`config.mk`:
```
export PLATFORM = sky130hd
export DESIGN_NAME = alu_seq
export DESIGN_NICKNAME = d
export VERILOG_FILES = /design/src/rtl/alu_seq.sv
export SDC_FILE = /design/constraint.sdc
export NUM_CORES = 1
export LEC_CHECK = 0
export CAP_MARGIN = 20
export CELL_PAD_IN_SITES_DETAIL_PLACEMENT = 1
export CELL_PAD_IN_SITES_GLOBAL_PLACEMENT = 2
export CORE_MARGIN = 2
export CORE_UTILIZATION = 30
export CTS_BUF_LIST = sky130_fd_sc_hd__clkbuf_4 sky130_fd_sc_hd__clkbuf_8 sky130_fd_sc_hd__clkbuf_16
export DETAILED_ROUTE_END_ITERATION = 10
export GPL_ROUTABILITY_DRIVEN = 0
export PLACE_DENSITY = 0.74
export SLEW_MARGIN = 10
export SYNTH_ARGS = -nofsm -noshare
export SYNTH_HDL_FRONTEND = slang
export SYNTH_SLANG_ARGS = --single-unit
```
`constraint.sdc`:
```
create_clock -name clk -period 2.6 [get_ports clk]
set_input_delay 0.52 -clock clk [delete_from_list [all_inputs] [get_ports clk]]
set_output_delay 0.52 -clock clk [all_outputs]
set_load 0.02 [all_outputs]
```
`src/rtl/alu_seq.sv`:
```
// -----------------------------------------------------------------------------
// alu_seq -- registered, handshaked 8-op ALU with multi-cycle variable shifts.
//
// Operations (op): 000 ADD, 001 SUB, 010 AND, 011 ORR, 100 NOT, 101 XOR,
//                  110 LSR, 111 LSL.
// Flags: fZ zero, fC carry, fN negative, fP positive (non-zero, non-negative).
//
// Parameters:
//   WIDTH            datapath width (power of two, >= 4)
//   SHIFT_PER_CYCLE  max bit positions moved per SHIFT cycle (1..WIDTH)
//
// Ports:
//   clk, rst         clock (rising edge), asynchronous active-high reset
//   in_valid/ready   operand handshake; rs/rt/op (and cin_sel) sampled on accept
//   rs, rt, op       operands and opcode; shifts take amount from rt[SHAMT_W-1:0]
//   out_valid/ready  result handshake; rd and flags hold while stalled
//   rd               registered result
//   fZ fC fN fP      registered flags, updated together with rd
//   busy             high while a shift is in progress
//
// Optional feature (macro ALU_ADC_EN): adds input cin_sel. With cin_sel=1,
// ADD/SUB use the stored fC (value at accept time) as carry-in.
// -----------------------------------------------------------------------------
module alu_seq #(
  parameter int WIDTH           = 16,
  parameter int SHIFT_PER_CYCLE = 1
) (
  input  logic             clk,
  input  logic             rst,
  input  logic             in_valid,
  output logic             in_ready,
  input  logic [WIDTH-1:0] rs,
  input  logic [WIDTH-1:0] rt,
  input  logic [2:0]       op,
`ifdef ALU_ADC_EN
  input  logic             cin_sel,
`endif
  output logic             out_valid,
  input  logic             out_ready,
  output logic [WIDTH-1:0] rd,
  output logic             fZ,
  output logic             fC,
  output logic             fN,
  output logic             fP,
  output logic             busy
);

  localparam int SHAMT_W = $clog2(WIDTH);
  // One extra bit so a full SHIFT_PER_CYCLE == WIDTH step is representable.
  localparam int STEP_W  = SHAMT_W + 1;

  typedef enum logic [2:0] {
    OP_ADD = 3'b000, OP_SUB = 3'b001, OP_AND = 3'b010, OP_ORR = 3'b011,
    OP_NOT = 3'b100, OP_XOR = 3'b101, OP_LSR = 3'b110, OP_LSL = 3'b111
  } op_e;

  typedef enum logic [1:0] {IDLE, SHIFT, DONE} state_e;

  state_e             state;
  logic [WIDTH-1:0]   work;        // shift operand in flight; rd holds the old result
  logic [SHAMT_W-1:0] rem;         // bit positions still to shift
  logic               shift_left;

  op_e                op_in;
  logic [SHAMT_W-1:0] shamt;
  logic               is_shift;
  logic               accept;

  assign op_in    = op_e'(op);
  assign shamt    = rt[SHAMT_W-1:0];
  assign is_shift = (op_in == OP_LSR) || (op_in == OP_LSL);
  assign in_ready = (state == IDLE) || ((state == DONE) && out_ready);
  assign accept   = in_valid && in_ready;

  // Single-cycle ALU result for non-shift ops and zero-amount shifts.
  logic             cin;
  logic [WIDTH:0]   sum;
  logic [WIDTH-1:0] alu_res;
  logic             alu_c;

  always_comb begin
    // NOTE: every variable gets a default before any branch so no latch is inferred.
    alu_res = '0;
    alu_c   = 1'b0;
`ifdef ALU_ADC_EN
    cin = cin_sel ? fC : (op_in == OP_SUB);
`else
    cin = (op_in == OP_SUB);
`endif
    // SUB is rs + ~rt + 1, so the carry out means "no borrow" (rs >= rt).
    sum = {1'b0, rs} + {1'b0, (op_in == OP_SUB) ? ~rt : rt} + {{WIDTH{1'b0}}, cin};
    case (op_in)
      OP_ADD, OP_SUB: begin alu_res = sum[WIDTH-1:0]; alu_c = sum[WIDTH]; end
      OP_AND:         alu_res = rs & rt;
      OP_ORR:         alu_res = rs | rt;
      OP_NOT:         alu_res = ~rs;
      OP_XOR:         alu_res = rs ^ rt;
      default:        alu_res = rs;   // shift by zero passes rs through, fC = 0
    endcase
  end

  // One SHIFT-cycle step: move min(SHIFT_PER_CYCLE, rem) positions.
  logic [STEP_W-1:0] step;
  logic [STEP_W-1:0] rem_after;
  logic [WIDTH-1:0]  shifted;
  logic [WIDTH-1:0]  pre_last;     // shifted by step-1: the last bit out sits at the edge
  logic              shift_out;

  always_comb begin
    step      = ({1'b0, rem} < STEP_W'(SHIFT_PER_CYCLE)) ? {1'b0, rem}
                                                         : STEP_W'(SHIFT_PER_CYCLE);
    rem_after = {1'b0, rem} - step;
    shifted   = shift_left ? (work << step) : (work >> step);
    pre_last  = shift_left ? (work << (step - STEP_W'(1))) : (work >> (step - STEP_W'(1)));
    shift_out = shift_left ? pre_last[WIDTH-1] : pre_last[0];
  end

  // Value and carry loaded into rd/fC on entry to DONE.
  logic [WIDTH-1:0] next_rd;
  logic             next_c;

  assign next_rd = (state == SHIFT) ? shifted   : alu_res;
  assign next_c  = (state == SHIFT) ? shift_out : alu_c;

  always_ff @(posedge clk or posedge rst) begin
    if (rst) begin
      state      <= IDLE;
      rd         <= '0;
      fZ         <= 1'b0;
      fC         <= 1'b0;
      fN         <= 1'b0;
      fP         <= 1'b0;
      out_valid  <= 1'b0;
      busy       <= 1'b0;
      work       <= '0;
      rem        <= '0;
      shift_left <= 1'b0;
    end else begin
      // NOTE: non-blocking assignments here, so every read sees the pre-edge value.
      case (state)
        IDLE, DONE: begin
          if (accept) begin
            if (is_shift && (shamt != '0)) begin
              state      <= SHIFT;
              busy       <= 1'b1;
              out_valid  <= 1'b0;
              work       <= rs;
              rem        <= shamt;
              shift_left <= (op_in == OP_LSL);
            end else begin
              state     <= DONE;
              out_valid <= 1'b1;
              rd        <= next_rd;
              fC        <= next_c;
              fZ        <= (next_rd == '0);
              fN        <= next_rd[WIDTH-1];
              fP        <= (next_rd != '0) && !next_rd[WIDTH-1];
            end
          end else if ((state == DONE) && out_ready) begin
            state     <= IDLE;
            out_valid <= 1'b0;
          end
        end
        SHIFT: begin
          work <= shifted;
          rem  <= rem_after[SHAMT_W-1:0];
          if (rem_after == '0) begin
            state     <= DONE;
            busy      <= 1'b0;
            out_valid <= 1'b1;
            rd        <= next_rd;
            fC        <= next_c;
            fZ        <= (next_rd == '0);
            fN        <= next_rd[WIDTH-1];
            fP        <= (next_rd != '0) && !next_rd[WIDTH-1];
          end
        end
        default: state <= IDLE;
      endcase
    end
  end

endmodule
```
==> impl_results.md, run 1 <==
* Status: finished with violations
* Violations in the final reports: negative setup slack
* Die height at 131 um
* Critical Path RT at 2.78 ns
* First-pass GRT wire length at 33000 um
* Post-Syn Area at 4850 um^2
* Fin. Hold Viols at 0
* Yosys warns at 0
* Arrival time at the worst endpoint at 3.45 ns
* Vias/cell at 5.50
* Placed cells at 1011
* Final #Nets at 922
* Layout cells sized above 1 at 0.356
* Startpoint type of the worst setup path: primary input
* Clock latency at the later pin of the worst-skew pair at 0.29 ns
* # rows at 46
* I/O pins at 62
* Max Fclk at 306 MHz
* Die area at 17200 um^2
* Pwr/cell area at 650 nW/um^2
* Layout area overhead at 62.2%
* Die width at 131 um
* DRT iter0 DRCs at 317
* Distinct cells, synth at 70
* Clk root buf: clkbuf_16
* Syn_nets at 701
* I/O Buffers at 61
* Hold Path Class: reg -> reg
* Max_cap viols at 0
* H-Tree Depth at 2
* GRT Residual Overflow at 0
* Largest net degree at the start of global routing at 30
* Unrepaired setup endpoints after global routing: true
* Smallest hold slack at 0.490 ns
* Routed via count at 5759
* Ys flop type: dfrtp_1
* Syn Inst Count at 610
* Drt total wl at 22500 um
* # fillers at 1859
* Min Tclk post-route at 3.27 ns
* Footprint of the multi-input gates at 4070 um^2
* Num CTS Buffers at 5
* Leakage at 0.00351 uW
* Clk sinks at 44
* Final clock skew at 0.00284 ns
* Reg area at 1100 um^2
* Asr flop ratio synth at 1.00
* Antenna violations before repair at 0
* Hold Buf Count CTS at 0
* Drt wl/cell at 21.5 um
* Clk buf depth at 2
* Final Worst Setup Slack at -0.670 ns
* Sequential fraction of the synthesis area at 0.227
* Register clock-pin slew on the reported worst setup and hold paths at 0.07 ns
* Max-slew violation count at 0
* Final Cycle Share at 1.26
* Total GRT Usage at 0.242
* Dpl hpwl at 16700 um
* #FFs+latches synth at 44
* CTS tree: done
* Initial DRT Pass Iterations at 4
* Post-DRT Antenna Nets at 0
* Worst VDD drop at 0.374 mV
* Vias in the first global route at 5993
* Antenna Cells at 0
* Remaining DRCs at 0
* Setup crit end kind: register
* Core Region at 15800 um^2
* Crit-path max FO at 6
* Non-Filler Instances at 1048
* Average size of a mapped cell at 7.95 um^2
* Post-synth EDFFs at 0
* Starting Density at 0.306
* WS Path Type: in -> reg
* Final setup vio count at 14
## final timing paths
| path | startpoint | endpoint | slack (ns) | depth (start not counted) |
|---|---|---|---|---|
| max | op[1] | fP | -0.67 | 15 |
| max in group asynchronous | rst | rem[2] | 1.50 | 3 |
| min reg2reg | rd[0] | rd[0] | 0.49 | 2 |
| min in group asynchronous | rst | out_valid | 0.54 | 2 |
| min | rd[0] | rd[0] | 0.49 | 2 |
| max reg2reg | rem[3] | fP | -0.36 | 10 |
## synthesized netlist by cell type (6+ instances only)
library cell / number / share of area
nand4_1: 6 / 0.0077
clkbuf_1: 22 / 0.017
mux2_2: 8 / 0.019
nand2_1: 52 / 0.040
dfrtp_1: 44 / 0.23
nand2b_1: 16 / 0.021
xnor2_1: 17 / 0.031
a21oi_1: 36 / 0.037
o211ai_1: 14 / 0.022
nor3_1: 17 / 0.018
a31oi_1: 9 / 0.012
ha_1: 51 / 0.13
inv_1: 43 / 0.033
nor2_1: 53 / 0.041
a211oi_1: 13 / 0.020
mux2i_1: 14 / 0.029
buf_2: 9 / 0.0093
nand3_1: 13 / 0.013
o21ai_0: 44 / 0.045
a221oi_1: 12 / 0.022
o21a_1: 8 / 0.012
nor2b_1: 18 / 0.023
## what timing repair did
item,4_1_cts,5_1_grt
endpoints found under the setup margin,32,19
pin swaps,32,58
gates resized for setup,61,66
buffers inserted,25,14
hold endpoints to repair,0,0
## per-stage QoR
stage          setup WS (ns)  total power (uW)  cell area (um^2)  TNS [ns]  utilization
2_1_floorplan         -0.691              2740              4980     -5.23            -
3_3_place_gp           -1.20              3980              6870    -20.70        0.434
3_5_place_dp           -1.34              4100              6870    -23.48        0.434
4_1_cts               -0.665              4920              7390     -4.78        0.467
5_1_grt               -0.727              5410              7860     -5.93        0.497
6_report              -0.670              5110              7860     -4.99        0.497
## per-layer routing
metal / wire (um) / GRT usage / up-vias
li1: - / - / 2667
met5: 0 / 0 / -
met2: 10900 / 0.413 / 175
met1: 9650 / 0.306 / 2855
met4: 1050 / 0.109 / 0
met3: 866 / 0.0278 / 62
## worst max-delay path: stages
cell	delay (ns)
buf_6	0.10
nor2_4	0.16
nand2_8	0.11
buf_6	0.14
buf_12	0.15
xnor2_4	0.14
ha_4	0.29
nand4_1	0.15
buf_4	0.20
a2111oi_4	0.34
nor2_2	0.12
a2111o_1	0.45
o211a_1	0.17
mux2_4	0.27
o21a_1	0.12
## logic make-up (layout without fill, tap and decap cells)
| family | count (synthesis) | count (layout) | synth area share |
|---|---|---|---|
| AND/OR/NAND/NOR | 204 | 204 | 0.209 |
| XOR/XNOR | 18 | 18 | 0.0325 |
| AO/OA/AOI/OAI | 185 | 185 | 0.262 |
| buffers and inverters | 80 | 302 | 0.0666 |
| adder cells (fa/ha/maj) | 52 | 52 | 0.136 |
| other | 1 | 1 | 0.000773 |
| multiplexers | 26 | 26 | 0.0660 |
| flip-flops | 44 | 44 | 0.227 |
## where the power goes
part / switching [uW] / internal (uW)
sequential: 269 / 987
combinational: 1620 / 1580
clock: 297 / 358
total: 2190 / 2920
## sequential cells by signal, summed over array words and instances (netlist names)
signal,flops
rd,16
work,16
rem,4
state,2
busy,1
fC,1
fP,1
fZ,1
out_valid,1
shift_left,1
## area by class of cell
cell class	count	area share
repair buffers	251	0.269
multi-input cells	486	0.517
clock buffers	5	0.0159
flip-flops and latches	44	0.140
inverters	43	0.0205
well taps	216	0.0344
clock inverters	3	0.00302
## cells in the final DEF (no fill, tap or decap), types with 5 or more instances in the layout
| master | synthesis | layout |
|---|---|---|
| a21oi_2 | 0 | 7 |
| mux2i_1 | 14 | 13 |
| a221oi_1 | 12 | 12 |
| nor2b_1 | 18 | 17 |
| o21ai_0 | 44 | 38 |
| nor3_1 | 17 | 16 |
| ha_1 | 51 | 39 |
| xnor2_4 | 0 | 8 |
| o21ai_2 | 0 | 5 |
| buf_4 | 1 | 176 |
| o211ai_1 | 14 | 14 |
| a211oi_1 | 13 | 11 |
| nand2_1 | 52 | 48 |
| a31oi_1 | 9 | 6 |
| clkbuf_16 | 0 | 5 |
| clkdlybuf4s50_1 | 0 | 45 |
| nand3_1 | 13 | 13 |
| a21oi_1 | 36 | 28 |
| nor2_1 | 53 | 48 |
| buf_6 | 1 | 13 |
| mux2_2 | 8 | 6 |
| xnor2_2 | 0 | 5 |
| dlymetal6s2s_1 | 0 | 5 |
| o21a_1 | 8 | 7 |
| nand2b_1 | 16 | 16 |
| nand4_1 | 6 | 6 |
| inv_1 | 43 | 42 |
| dfrtp_1 | 44 | 44 |
| ha_4 | 0 | 12 |
| dlygate4sd2_1 | 0 | 8 |
(Power assumes the default switching activity.)
==> inputs of run 2 (changes only) <==
--- a/config.mk
+++ b/config.mk
@@ -11,6 +11,7 @@
 export CORE_MARGIN = 2
 export CORE_UTILIZATION = 30
 export CTS_BUF_LIST = sky130_fd_sc_hd__clkbuf_4 sky130_fd_sc_hd__clkbuf_8 sky130_fd_sc_hd__clkbuf_16
+export CTS_CLUSTER_SIZE = 12
 export DETAILED_ROUTE_END_ITERATION = 10
 export GPL_ROUTABILITY_DRIVEN = 0
 export PLACE_DENSITY = 0.74
==> results of run 2 <==
Same layout as run 1: the final DEF is identical, and so are final timing and power.
